File: config.mk
export PLATFORM = sky130hd
export DESIGN_NAME = mem_arbiter_flat
export DESIGN_NICKNAME = d
export VERILOG_FILES = /design/src/rtl/mem_arbiter_pkg.sv /design/src/rtl/mem_arbiter_if.sv /design/src/rtl/mem_arbiter_rr_pick2.sv /design/src/rtl/mem_arbiter.sv /design/src/flat_wrapper.sv
export SDC_FILE = /design/constraint.sdc
export NUM_CORES = 1
export LEC_CHECK = 0
export CORE_MARGIN = 2
export CORE_UTILIZATION = 41
export CTS_CLUSTER_DIAMETER = 40
export DETAILED_ROUTE_END_ITERATION = 16
export PLACE_DENSITY = 0.85
export REMOVE_ABC_BUFFERS = 1
export SYNTH_ARGS = -nofsm -noshare
export SYNTH_HDL_FRONTEND = slang
export SYNTH_SLANG_ARGS = --single-unit
export TNS_END_PERCENT = 100
File: constraint.sdc
create_clock -name clk -period 3.15 [get_ports clk]
set_input_delay 0.63 -clock clk [delete_from_list [all_inputs] [get_ports clk]]
set_output_delay 0.63 -clock clk [all_outputs]
set_load 0.02 [all_outputs]
File: src/rtl/mem_arbiter_pkg.sv
// Shared encodings for the CPU/DMA memory arbiter.
package mem_arb_pkg;

  typedef enum logic [1:0] {
    ST_IDLE   = 2'd0,
    ST_ACCESS = 2'd1,
    ST_RESP   = 2'd2
  } state_e;

  localparam logic OWN_CPU = 1'b0;
  localparam logic OWN_DMA = 1'b1;

  localparam int MAX_LOCK_DEF = 16;

endpackage

File: src/rtl/mem_arbiter_if.sv
// Requester-side bundle: CPU and DMA request/ack channels plus shared read data.
// The arbiter connects through 'slave', requesters through 'master'.
interface mem_arbiter_if #(
  parameter int ADDR_W = 16,
  parameter int DATA_W = 8
);
  logic              cpu_req;
  logic              cpu_we;
  logic              cpu_lock;
  logic [ADDR_W-1:0] cpu_addr;
  logic [DATA_W-1:0] cpu_wdata;
  logic              cpu_ack;

  logic              dma_req;
  logic              dma_we;
  logic              dma_lock;
  logic [ADDR_W-1:0] dma_addr;
  logic [DATA_W-1:0] dma_wdata;
  logic              dma_ack;

  logic [DATA_W-1:0] rdata;

  modport slave (
    input  cpu_req, cpu_we, cpu_lock, cpu_addr, cpu_wdata,
    input  dma_req, dma_we, dma_lock, dma_addr, dma_wdata,
    output cpu_ack, dma_ack, rdata
  );

  modport master (
    output cpu_req, cpu_we, cpu_lock, cpu_addr, cpu_wdata,
    output dma_req, dma_we, dma_lock, dma_addr, dma_wdata,
    input  cpu_ack, dma_ack, rdata
  );
endinterface

File: src/rtl/mem_arbiter_rr_pick2.sv
// Combinational two-way picker: honours an active lock when the owner is
// requesting, otherwise round-robin on the pointer (ptr = port favoured).
module rr_pick2
  import mem_arb_pkg::*;
(
  input  logic cpu_req_i,
  input  logic dma_req_i,
  input  logic ptr_i,
  input  logic lock_i,
  input  logic owner_i,
  output logic vld_o,
  output logic win_o
);

  logic owner_req;
  assign owner_req = (owner_i == OWN_DMA) ? dma_req_i : cpu_req_i;

  // Lock beats round-robin only while the owner keeps requesting.
  always_comb begin
    vld_o = cpu_req_i | dma_req_i;
    win_o = OWN_CPU;
    if (lock_i && owner_req)          win_o = owner_i;
    else if (cpu_req_i && dma_req_i)  win_o = ptr_i;
    else                              win_o = dma_req_i ? OWN_DMA : OWN_CPU;
  end

endmodule

File: src/rtl/mem_arbiter.sv
// CPU/DMA arbiter for a single synchronous 8-bit memory port.
// IDLE -> ACCESS (one strobe cycle) -> RESP (ack + rdata) -> IDLE.
// Define MEM_ARB_LOCK_EN to build the bounded bus-lock for bursts.
module mem_arbiter
  import mem_arb_pkg::*;
#(
  parameter int ADDR_W   = 16,
  parameter int DATA_W   = 8,
  parameter int MAX_LOCK = MAX_LOCK_DEF
) (
  input  logic              clk,
  input  logic              reset,
  mem_arbiter_if.slave      bus,
  output logic [ADDR_W-1:0] mem_addr,
  output logic [DATA_W-1:0] mem_wdata,
  output logic              mem_read,
  output logic              mem_write,
  input  logic [DATA_W-1:0] mem_rdata,
  output logic              owner
);

  state_e            state_q;
  logic [ADDR_W-1:0] addr_q;
  logic [DATA_W-1:0] wdata_q;
  logic              we_q;
  logic              owner_q;
  logic              rr_q;
  logic              mem_read_q, mem_write_q;
  logic              cpu_ack_q, dma_ack_q;

  logic              lock_eff;
  logic              gnt_vld, gnt_win;
  logic [ADDR_W-1:0] addr_d;
  logic [DATA_W-1:0] wdata_d;
  logic              we_d;

`ifdef MEM_ARB_LOCK_EN
  localparam int CNT_W = $clog2(MAX_LOCK + 1);
  logic [CNT_W-1:0] cnt_q;
  logic             lock_q;
  logic             sat;
  logic             lock_d;
  // Saturated counter forces one ordinary arbitration before the lock re-arms.
  assign sat      = (cnt_q == CNT_W'(MAX_LOCK));
  assign lock_eff = lock_q & ~sat;
  assign lock_d   = gnt_win ? bus.dma_lock : bus.cpu_lock;
`else
  localparam int unused_max_lock = MAX_LOCK;
  logic unused_lock;
  assign unused_lock = bus.cpu_lock ^ bus.dma_lock;
  assign lock_eff    = 1'b0;
`endif

  rr_pick2 u_pick (
    .cpu_req_i (bus.cpu_req),
    .dma_req_i (bus.dma_req),
    .ptr_i     (rr_q),
    .lock_i    (lock_eff),
    .owner_i   (owner_q),
    .vld_o     (gnt_vld),
    .win_o     (gnt_win)
  );

  assign addr_d  = gnt_win ? bus.dma_addr  : bus.cpu_addr;
  assign wdata_d = gnt_win ? bus.dma_wdata : bus.cpu_wdata;
  assign we_d    = gnt_win ? bus.dma_we    : bus.cpu_we;

  // Arbitration FSM; strobes and acks are registered so they line up with the state.
  always_ff @(posedge clk) begin
    if (reset) begin
      state_q     <= ST_IDLE;
      addr_q      <= '0;
      wdata_q     <= '0;
      we_q        <= 1'b0;
      owner_q     <= OWN_CPU;
      rr_q        <= OWN_CPU;
      mem_read_q  <= 1'b0;
      mem_write_q <= 1'b0;
      cpu_ack_q   <= 1'b0;
      dma_ack_q   <= 1'b0;
`ifdef MEM_ARB_LOCK_EN
      cnt_q       <= '0;
      lock_q      <= 1'b0;
`endif
    end else begin
      mem_read_q  <= 1'b0;
      mem_write_q <= 1'b0;
      cpu_ack_q   <= 1'b0;
      dma_ack_q   <= 1'b0;
      case (state_q)
        ST_IDLE: begin
          if (gnt_vld) begin
            addr_q      <= addr_d;
            wdata_q     <= wdata_d;
            we_q        <= we_d;
            owner_q     <= gnt_win;
            rr_q        <= ~gnt_win;
            mem_read_q  <= ~we_d;
            mem_write_q <= we_d;
            state_q     <= ST_ACCESS;
`ifdef MEM_ARB_LOCK_EN
            lock_q      <= lock_d;
            if (sat || (gnt_win != owner_q)) cnt_q <= '0;
`endif
          end
        end
        ST_ACCESS: begin
          cpu_ack_q <= (owner_q == OWN_CPU);
          dma_ack_q <= (owner_q == OWN_DMA);
          state_q   <= ST_RESP;
        end
        ST_RESP: begin
`ifdef MEM_ARB_LOCK_EN
          if (lock_q) cnt_q <= sat ? cnt_q : cnt_q + CNT_W'(1);
          else        cnt_q <= '0;
`endif
          state_q <= ST_IDLE;
        end
        default: state_q <= ST_IDLE;
      endcase
    end
  end

  assign mem_addr    = addr_q;
  assign mem_wdata   = wdata_q;
  assign mem_read    = mem_read_q;
  assign mem_write   = mem_write_q;
  assign owner       = owner_q;
  assign bus.cpu_ack = cpu_ack_q;
  assign bus.dma_ack = dma_ack_q;
  // Memory data arrives in the RESP cycle, so it is passed straight through.
  assign bus.rdata   = ((cpu_ack_q | dma_ack_q) & ~we_q) ? mem_rdata : '0;

endmodule

File: src/flat_wrapper.sv
// flat-port wrapper written by rule: the top's interface ports become plain ports
module mem_arbiter_flat import mem_arb_pkg::*;
#(
  parameter int ADDR_W   = 16,
  parameter int DATA_W   = 8,
  parameter int MAX_LOCK = MAX_LOCK_DEF
)
  (clk, reset, mem_addr, mem_wdata, mem_read, mem_write, mem_rdata, owner, bus_cpu_req, bus_cpu_we, bus_cpu_lock, bus_cpu_addr, bus_cpu_wdata, bus_dma_req, bus_dma_we, bus_dma_lock, bus_dma_addr, bus_dma_wdata, bus_cpu_ack, bus_dma_ack, bus_rdata);
  mem_arbiter_if #(.ADDR_W(ADDR_W), .DATA_W(DATA_W)) bus_i ();
  input  logic clk;
  input  logic reset;
  output logic [ADDR_W-1:0] mem_addr;
  output logic [DATA_W-1:0] mem_wdata;
  output logic mem_read;
  output logic mem_write;
  input  logic [DATA_W-1:0] mem_rdata;
  output logic owner;
  input wire logic [$bits(bus_i.cpu_req)-1:0] bus_cpu_req;
  input wire logic [$bits(bus_i.cpu_we)-1:0] bus_cpu_we;
  input wire logic [$bits(bus_i.cpu_lock)-1:0] bus_cpu_lock;
  input wire logic [$bits(bus_i.cpu_addr)-1:0] bus_cpu_addr;
  input wire logic [$bits(bus_i.cpu_wdata)-1:0] bus_cpu_wdata;
  input wire logic [$bits(bus_i.dma_req)-1:0] bus_dma_req;
  input wire logic [$bits(bus_i.dma_we)-1:0] bus_dma_we;
  input wire logic [$bits(bus_i.dma_lock)-1:0] bus_dma_lock;
  input wire logic [$bits(bus_i.dma_addr)-1:0] bus_dma_addr;
  input wire logic [$bits(bus_i.dma_wdata)-1:0] bus_dma_wdata;
  output wire logic [$bits(bus_i.cpu_ack)-1:0] bus_cpu_ack;
  output wire logic [$bits(bus_i.dma_ack)-1:0] bus_dma_ack;
  output wire logic [$bits(bus_i.rdata)-1:0] bus_rdata;
  assign bus_i.cpu_req = bus_cpu_req;
  assign bus_i.cpu_we = bus_cpu_we;
  assign bus_i.cpu_lock = bus_cpu_lock;
  assign bus_i.cpu_addr = bus_cpu_addr;
  assign bus_i.cpu_wdata = bus_cpu_wdata;
  assign bus_i.dma_req = bus_dma_req;
  assign bus_i.dma_we = bus_dma_we;
  assign bus_i.dma_lock = bus_dma_lock;
  assign bus_i.dma_addr = bus_dma_addr;
  assign bus_i.dma_wdata = bus_dma_wdata;
  assign bus_cpu_ack = bus_i.cpu_ack;
  assign bus_dma_ack = bus_i.dma_ack;
  assign bus_rdata = bus_i.rdata;
  mem_arbiter #(.ADDR_W(ADDR_W), .DATA_W(DATA_W), .MAX_LOCK(MAX_LOCK)) u_core (.clk(clk), .reset(reset), .bus(bus_i), .mem_addr(mem_addr), .mem_wdata(mem_wdata), .mem_read(mem_read), .mem_write(mem_write), .mem_rdata(mem_rdata), .owner(owner));
endmodule
# --- Yosys cells after proc, flatten, opt, wreduce, memory -nomap -nowiden ---
# Index checks and enable logic that the tools add are counted.
totals:
  ff_bits: 33
  in_bits: 64
  word_cells: 35
classes:
  eq_ne: 2
  mux: 8
  bitwise_logic: 10
  n_reduce_logical: 5
op_table:
  columns: ["op", "count"]
  rows:
  - ["$mux W16", 1]
  - ["$mux W8", 2]
  - ["$not A1 Y1", 7]
  - ["$pmux W2 S2", 1]
  - ["$mux W1", 3]
  - ["$reduce_or A3 Y1", 1]
  - ["$eq A2 B1 Y1 const B", 1]
  - ["$logic_not A2 Y1", 1]
  - ["$mux W2", 1]
  - ["$ne A2 B1 Y1 const B", 1]
  - ["$or A1 B1 Y1", 2]
  - ["$reduce_and A2 Y1", 1]
  - ["$reduce_or A2 Y1", 1]
  - ["$and A1 B1 Y1", 1]
  - ["$logic_and A1 B1 Y1", 1]

# --- Logic depth before layout (Yosys ltp) ---
# Gate-level depths: netlist of the first run.
logic_depth:
  ltp_word: 4
  mapped_depth: 6
  mapped_depth_nobuf: 3

# --- Hierarchy ---
# From an unflattened synthesis of the first run, not the netlist that was laid out.
unflattened:
  cells_unflattened: 119
  hier_area_um2: 1396.3
modules_own_cells:
  columns: ["mod", "n_inst", "cells_each", "area_each_um2", "seq_area_each_um2"]
  rows:
  - ["mem_arbiter", 1, 116, 1372.6, 660.6]
  - ["rr_pick2", 1, 3, 23.8, 0.0]

# --- Worst setup path before layout of the first run ---
# OpenSTA, ideal clock, no wires.
synth_path:
  path_kind: "register -> output"
  start: "register u_core.dma_ack_q (netlist: u_core.bus.dma_ack)"
  end: "output port bus_rdata[0]"
  arrival_time_ps: 964
  path_slack_ps: 1556
  stages_incl_launch_ff: 4
  cell_sequence: "dfxtp_1 -> nor2_1 -> nor2_1 -> and2_1"
synth_via:
  elab_chain_len: 3
synth_lines:
  columns: ["element", "line_no", "text"]
  rows:
  - ["from (decl)", "mem_arbiter.sv:29", "logic cpu_ack_q, dma_ack_q;"]
  - ["from (signal assigned)", "mem_arbiter.sv:109", "dma_ack_q <= (owner_q == OWN_DMA);"]
  - ["$or A1 B1 Y1", "mem_arbiter.sv:132", "assign bus.rdata = ((cpu_ack_q | dma_ack_q) & ~we_q) ? mem_rdata : '0;"]
  - ["$and A1 B1 Y1", "mem_arbiter.sv:132", null]
  - ["$mux W8", "mem_arbiter.sv:132", null]
  - ["to (decl)", "flat_wrapper.sv:30", "output wire logic [$bits(bus_i.rdata)-1:0] bus_rdata;"]
# Every way passes these cells.

# --- Worst setup path after layout of the first run ---
layout_path:
  start: "input port mem_rdata[2]"
  end: "output port bus_rdata[2]"
layout_via:
  elab_chain_len: 1
layout_lines:
  columns: ["element", "line_no", "text"]
  rows:
  - ["from (decl)", "flat_wrapper.sv:16", "input logic [DATA_W-1:0] mem_rdata;"]
  - ["$mux W8", "mem_arbiter.sv:132", null]
# Every way passes these cells.

==> results of run 1 <==
[metal layers]
| layer | vias to the layer above | global-route usage | routed length (µm) |
|---|---|---|---|
| li1 | 876 | - | - |
| met1 | 841 | 0.252 | 2050 |
| met2 | 75 | 0.396 | 2690 |
| met3 | 10 | 0.0606 | 384 |
| met4 | 0 | 0.0705 | 96 |
| met5 | - | 0 | 0 |
[cell usage after synthesis (all sizes together)]
| cell type | instances | area, µm² |
|---|---|---|
| a21oi | 27 | 206 |
| inv | 1 | 3.75 |
| or2 | 2 | 15.0 |
| nor3b | 1 | 7.51 |
| nor2b | 1 | 6.26 |
| nand2b | 1 | 6.26 |
| nand2 | 2 | 7.51 |
| buf | 14 | 133 |
| a311oi | 25 | 338 |
| o21ai | 27 | 135 |
| and2b | 1 | 8.76 |
| dfxtp | 33 | 661 |
| a211oi | 1 | 7.51 |
| and4b | 1 | 10.0 |
| clkbuf | 6 | 23.8 |
| nand3 | 26 | 130 |
| nor2 | 6 | 37.5 |
| and2 | 9 | 56.3 |
[final timing paths]
kind                 from            endpoint  slack [ps]  cells after the start
max          mem_rdata[2]        bus_rdata[2]         720                      3
min          u_core.owner  u_core.bus.cpu_ack         470                      1
max reg2reg   u_core.rr_q  u_core.mem_addr[9]        1470                      4
min reg2reg  u_core.owner  u_core.bus.cpu_ack         470                      1
[layout make-up]
class                           instances  area, µm²  area share
Timing Repair Buffer                  103       1020       0.359
Clock buffer                            7       86.3      0.0304
Sequential cell                        33        661       0.233
Multi-Input combinational cell        130        972       0.343
Clock inverter                          1       30.0      0.0106
Inverter                                1       3.75     0.00132
Tap cell                               52       65.1      0.0229
[report_power, final]
group          internal [W]  switching [W]
sequential         0.000463      0.0000279
combinational      0.000217       0.000215
clock              0.000258       0.000155
total              0.000937       0.000398
[sequential cells by signal, indices dropped and copies added (netlist names)]
signal and flops:
u_core.bus.dma_ack 1, u_core.owner 1, u_core.mem_write 1, u_core.bus.cpu_ack 1, u_core.mem_read 1, u_core.we_q 1
u_core.state_q 2, u_core.mem_addr 16, u_core.rr_q 1, u_core.mem_wdata 8
[kinds of logic (layout without fill, tap and decap cells)]
group                  Yosys count  count (layout)
buffers and inverters           21             112
flip-flops                      33              33
AND/OR/NAND/NOR                 50              50
AO/OA/AOI/OAI                   80              80
[through the flow]
stage	hold WS (ps)	total power [W]
global placement	453	0.000923
floorplan	447	0.000713
detailed placement	463	0.000933
global route	497	0.00140
finish	469	0.00134
CTS	479	0.00134
==> run summary, run 1 <==
final instance area - 2840 µm²
post-detail-place hpwl - 3720 µm
most frequent cells in the layout - clkdlybuf4s50_1 (98), dfxtp_1 (33), o21ai_0 (27), nand3_1 (26)
Post-CTS Resized - 0
Final Cycle Share - 0.772
full die area - 4920 µm²
Clock Path Buffers - 2
number of I/O port buffers - 98
peak supply drop - 0.000267 V
Setup WS pre-CTS - 702 ps
Die Y - 70.1 µm
Cell Pwr Density - 471 nW/µm²
crit path cell chain - clkdlybuf4s50_1 > and2_1 > clkdlybuf4s50_1
Crit path arrival time - 1800 ps
maxcap violations - 0
Initial Util - 0.418
Final TNS setup - 0 ps
most used cell, CP - clkdlybuf4s50_1
mean routed wirelength per cell - 16.0 µm
Rel. slew slack - 0.423
GP Congestion - 0.774
Fill cells - 362
I/O pin total - 101
Final Skew - 4.83 ps
outcome - finished, final reports clean
Critical Path End Type - output pin
Final nets - 338
Crit path largest cell delay - 590 ps
Initial DRT Pass Iterations - 4
most common cell after layout, fill and taps aside - clkdlybuf4s50_1
crit start category - primary input
simple logic cell fraction of the synthesized area - 0.159
CTS Hold Bufs - 0
cell area after synthesis - 1790 µm²
grt total ovfl - 0
Avg Inst Size Synth - 9.74 µm²
Mapped Cells - 184
drt total wl - 5220 µm
largest net degree at the start of global routing - 29
Inserted Clock Buffers - 5
Finished Layout Cells - 327
setup ws final - 717 ps
Area Overhead vs Synth - 58.2%
core area - 4290 µm²
RSZ-0062 raised after global routing - no
routed vias - 1802
leakage - 0.959 nW
clock-pin slew on the worst setup and hold paths - 60 ps
ANT cells - 0
initial antenna violation count - 0
Synth Area in XOR/XNOR - 0
Synth Area in Adders - 0
worst-margin pin slew - 864 ps
Tot GR Track Use - 0.220
Synth Area in Compound Gates - 0.383
critical path class - primary input to output pin
Crit path buffers/inverters - 2
CTS tree - yes
Chip Width - 70.1 µm
DP Cell Count - 319
Seq/Total Area, Yosys - 0.368
Tmin final - 2430 ps
first-pass GRT wire length - 8560 µm
vias in the first global route - 1861
Via density - 5.51
H-tree Lvls - 2
Hold Path Class - flop to flop
cell family with most CP delay - buffers and inverters
crit-path max FO - 1
Util after Layout - 0.661
# rows - 24
main combinational cell family by area after synthesis - compound AO/OA/AOI/OAI gates
Clock Tree Root - clkbuf_8
Max Freq - 411 MHz
Final Max Tran Viols - 0
# setup viols final - 0
Worst Path Required - 2520 ps
post-synthesis mux area share - 0
initial DRC count - 103
slowest cell on the critical path - clkdlybuf4s50_1
synthesis-stage register bit count - 33
placed cell area - 2720 µm²
fraction of layout cells with a size suffix above 1 - 0.196
Fin. Hold Viols - 0
yosys warns - 0
Routed Antenna Nets - 0
Residual DRC - 0
Clock Latency Late Sink - 290 ps
postcts setup bufs - 0
post-synth cell types - 27
clock tree sinks - 33
Note: power is estimated with default switching activity, not from simulation.
==> run 2, diff against run 1 <==
--- a/config.mk
+++ b/config.mk
@@ -6,10 +6,10 @@
 export NUM_CORES = 1
 export LEC_CHECK = 0
 export CORE_MARGIN = 2
-export CORE_UTILIZATION = 41
+export CORE_UTILIZATION = 35
 export CTS_CLUSTER_DIAMETER = 40
 export DETAILED_ROUTE_END_ITERATION = 16
-export PLACE_DENSITY = 0.85
+export PLACE_DENSITY = 0.77
 export REMOVE_ABC_BUFFERS = 1
 export SYNTH_ARGS = -nofsm -noshare
 export SYNTH_HDL_FRONTEND = slang
==> constraint.sdc (replaced) <==
create_clock -name clk -period 2.1 [get_ports clk]
set_input_delay 0.42 -clock clk [delete_from_list [all_inputs] [get_ports clk]]
set_output_delay 0.42 -clock clk [all_outputs]
set_load 0.02 [all_outputs]
==> run summary, run 2 (synthesized netlist as in run 1, its figures left out) <==
hold_sp - u_core.owner
Crit path arrival time - 1580 ps
worst r2r src - u_core.state_q[0]
Sw Share - 0.317
crit path cell chain - nor2_1 > nor2_2 > and2_1 > clkdlybuf4s50_1
Hold Path Class - flop to flop
mean routed wirelength per cell - 15.3 µm
CTS Hold Bufs - 0
Initial Util - 0.358
vias in the first global route - 1826
Clock Tree Root - clkbuf_8
Via density - 5.19
internal power - 0.00125 W
clock-pin slew on the worst setup and hold paths - 60 ps
Chip Width - 75.6 µm
slowest cell on the critical path - clkdlybuf4s50_1
I/O pin total - 101
drt total wl - 5340 µm
Routed Antenna Nets - 0
initial antenna violation count - 0
# rows - 26
Util after Layout - 0.576
Rel. slew slack - 0.418
Initial DRT Pass Iterations - 4
area occupied by multi-input gates - 975 µm²
# setup viols final - 0
Final nets - 344
routed vias - 1812
register area - 661 µm²
most frequent cells in the layout - clkdlybuf4s50_1 (91), dfxtp_1 (33), o21ai_0 (27), nand3_1 (26)
Pwr Total - 0.00183 W
Comb pwr share - 0.363
post-detail-place hpwl - 3830 µm
peak supply drop - 0.000391 V
Fill cells - 469
Die Y - 75.6 µm
Final Cycle Share - 0.953
Area Overhead vs Synth - 61.0%
most common cell after layout, fill and taps aside - clkdlybuf4s50_1
Final Skew - 4.94 ps
core area - 5010 µm²
Clock Latency Late Sink - 280 ps
CTS tree - yes
R2R setup slack - 380 ps
Max Freq - 499 MHz
critical path class - flop to output pin
Final Max Tran Viols - 0
crit start category - flop
number of flip-flops in the largest register - 16
Clock Path Buffers - 2
worst-margin pin slew - 871 ps
leakage - 1.08 nW
GP Congestion - 0.763
fraction of layout cells with a size suffix above 1 - 0.219
Cell Pwr Density - 635 nW/µm²
Critical Path End Type - output pin
sequential share of power - 0.402
H-tree Lvls - 2
initial DRC count - 93
Tot GR Track Use - 0.190
crit-path max FO - 7
switching power - 0.000581 W
Inserted Clock Buffers - 5
maxcap violations - 0
Tmin final - 2000 ps
Residual DRC - 0
first-pass GRT wire length - 8420 µm
outcome - finished, final reports clean
full die area - 5710 µm²
CP Launch Point - u_core.bus.cpu_ack
Crit path largest cell delay - 600 ps
Clock Power Share - 0.235
Worst Path Required - 1680 ps
number of I/O port buffers - 98
grt total ovfl - 0
clock tree sinks - 33
Fin. Hold Viols - 0
ANT cells - 0
largest net degree at the start of global routing - 27
## run 2: cell types whose count changed in the layout (fill, tap and decap cells not counted), sizes merged
cell and delta:
dlymetal6s2s +6, clkinv +1, bufinv -1, buf +7
clkdlybuf4s50 -7, clkbuf -2
## run 2: final cells by class
cell class	count	share of cell area
clock buffers	5	0.0238
clock inverters	1	0.00173
inverters	1	0.00130
multi-input cells	130	0.338
flip-flops and latches	33	0.229
well taps	70	0.0303
repair buffers	109	0.376
## run 2: final timing paths
kind / cells after the start / to
hold reg to reg: 1 / u_core.bus.cpu_ack
setup reg to reg: 3 / u_core.mem_wdata[0]
hold / removal: 1 / u_core.bus.cpu_ack
setup / recovery: 4 / bus_rdata[5]
## run 2: per-stage QoR
stage / hold slack [ps] / worst slack [ps] / cells / setup TNS (ps) / instance area (µm²)
global placement: 457 / -14.9 / 342 / -167 / 2790
CTS: 466 / 58.5 / 348 / 0 / 2860
finish: 463 / 98.0 / 349 / 0 / 2890
floorplan: 447 / 659 / 164 / 0 / 1640
detailed placement: 458 / -50.8 / 342 / -788 / 2790
global route: 482 / -7.74 / 349 / -7.74 / 2890
## run 2: power groups by stage
stage	Sequential (W)	Combinational (W)	Clock (W)
CTS	0.000737	0.000668	0.000442
finish	0.000737	0.000665	0.000431
global placement	0.000748	0.000658	0
global route	0.000745	0.000714	0.000464
detailed placement	0.000750	0.000666	0
floorplan	0.000821	0.000250	0
## run 2: critical path: cells and delay by family (launching register included)
| kind | cells | cell delay [ps] |
|---|---|---|
| buffers and inverters | 1 | 600 |
| DFF | 1 | 330 |
| and+or+nand+nor | 3 | 380 |
## run 2: metal layers
metal  global-route usage  part of all wire
met5                    0                 0
met4               0.0780             0.023
met3               0.0304             0.044
met2                0.343              0.52
met1                0.222              0.41
## run 2: repair_timing
action                                 in CTS  in global routing
resized for setup                           1                  6
setup buffers                               0                  1
endpoints found under the hold margin       0                  0
setup endpoints to repair                   8                  8
==> run 3, diff against run 2 <==
--- a/config.mk
+++ b/config.mk
@@ -6,11 +6,13 @@
 export NUM_CORES = 1
 export LEC_CHECK = 0
 export CORE_MARGIN = 2
-export CORE_UTILIZATION = 35
+export CORE_UTILIZATION = 36
+export CTS_BUF_LIST = sky130_fd_sc_hd__clkbuf_2 sky130_fd_sc_hd__clkbuf_4 sky130_fd_sc_hd__clkbuf_8
 export CTS_CLUSTER_DIAMETER = 40
 export DETAILED_ROUTE_END_ITERATION = 16
-export PLACE_DENSITY = 0.77
+export PLACE_DENSITY = 0.79
 export REMOVE_ABC_BUFFERS = 1
+export SKIP_CTS_REPAIR_TIMING = 1
 export SYNTH_ARGS = -nofsm -noshare
 export SYNTH_HDL_FRONTEND = slang
 export SYNTH_SLANG_ARGS = --single-unit
==> run summary, run 3 (synthesized netlist as in run 1, its figures left out) <==
outcome - finished, final reports clean
fraction of layout cells with a size suffix above 1 - 0.219
critical path class - primary input to output pin
mean routed wirelength per cell - 14.8 µm
Tmin final - 2010 ps
worst-margin pin slew - 844 ps
Initial DRT Pass Iterations - 4
CTS tree - yes
post-detail-place hpwl - 3640 µm
Comb pwr share - 0.353
RSZ-0062 raised after global routing - no
register area - 661 µm²
Routed Antenna Nets - 0
Cell Pwr Density - 651 nW/µm²
Clock Power Share - 0.257
vias in the first global route - 1745
# rows - 25
Crit path largest cell delay - 590 ps
Inserted Clock Buffers - 5
initial antenna violation count - 0
Initial Util - 0.377
sequential share of power - 0.390
grt total ovfl - 0
H-tree Lvls - 2
number of I/O port buffers - 98
Crit path buffers/inverters - 2
most frequent cells in the layout - clkdlybuf4s50_1 (94), dfxtp_1 (33), o21ai_0 (27), nand3_1 (26)
Residual DRC - 0
Hold Path Class - flop to flop
largest net degree at the start of global routing - 27
Worst Path Required - 1680 ps
Via density - 5.21
crit start category - primary input
internal power - 0.00131 W
initial DRC count - 84
Rel. slew slack - 0.436
cell family with most CP delay - buffers and inverters
first-pass GRT wire length - 8140 µm
routed vias - 1801
Fin. Hold Viols - 0
# setup viols final - 0
most used cell, CP - clkdlybuf4s50_1
Fill cells - 422
GP Congestion - 0.738
Area Overhead vs Synth - 61.5%
ANT cells - 0
Clock Tree Root - clkbuf_8
switching power - 0.000578 W
clock-pin slew on the worst setup and hold paths - 60 ps
core area - 4750 µm²
setup ws final - 91.9 ps
most common cell after layout, fill and taps aside - clkdlybuf4s50_1
maxcap violations - 0
Final Skew - 2.45 ps
slowest cell on the critical path - clkdlybuf4s50_1
full die area - 5560 µm²
Pwr Total - 0.00189 W
Setup WS pre-CTS - -111 ps
peak supply drop - 0.000415 V
Clock Path Buffers - 2
Critical Path End Type - output pin
area occupied by multi-input gates - 975 µm²
Tot GR Track Use - 0.195
Final nets - 343
drt total wl - 5110 µm
I/O pin total - 101
clock tree sinks - 33
Final Max Tran Viols - 0
crit path cell chain - clkdlybuf4s50_1 > and2_1 > clkdlybuf4s50_1
leakage - 1.04 nW
Final Cycle Share - 0.956
Crit path arrival time - 1590 ps
Clock Latency Late Sink - 280 ps
Die Y - 74.6 µm
Chip Width - 74.6 µm
number of flip-flops in the largest register - 16
Max Freq - 498 MHz
Sw Share - 0.306
crit-path max FO - 1
run 3: cell type report:
class                           count  area share
Multi-Input combinational cell    130       0.337
Tap cell                           67      0.0289
Timing Repair Buffer              108       0.374
Clock buffer                        7      0.0311
Sequential cell                    33       0.228
Inverter                            1     0.00130
run 3: worst paths after layout:
kind | start | cells past startpoint | slack [ps] | end
setup / recovery | mem_rdata[3] | 3 | 90 | bus_rdata[3]
hold / removal | u_core.owner | 1 | 460 | u_core.bus.cpu_ack
setup reg to reg | u_core.state_q[0] | 3 | 400 | u_core.mem_addr[7]
hold reg to reg | u_core.owner | 1 | 460 | u_core.bus.cpu_ack
run 3: power by group through the flow:
| stage | clock network (W) | registers (W) | logic [W] |
|---|---|---|---|
| 3_3_place_gp | 0 | 0.000748 | 0.000665 |
| 5_1_grt | 0.000524 | 0.000744 | 0.000719 |
| 6_report | 0.000484 | 0.000736 | 0.000666 |
| 4_1_cts | 0.000501 | 0.000737 | 0.000673 |
| 3_5_place_dp | 0 | 0.000750 | 0.000671 |
| 2_1_floorplan | 0 | 0.000821 | 0.000250 |
run 3: routing by layer:
layer	routed length [µm]	track usage
met1	2140	0.227
met2	2430	0.316
met3	511	0.0935
met4	30	0.0615
met5	0	0
run 3: stage by stage:
stage	instance area, µm²	instances	TNS (ps)	hold WS [ps]	util
6_report	2900	346	0	463	0.609
5_1_grt	2900	346	0	493	0.609
4_1_cts	2890	346	-202	473	0.607
3_3_place_gp	2800	339	-1910	456	0.588
2_1_floorplan	1640	164	0	447	-
3_5_place_dp	2800	339	-2090	461	0.588
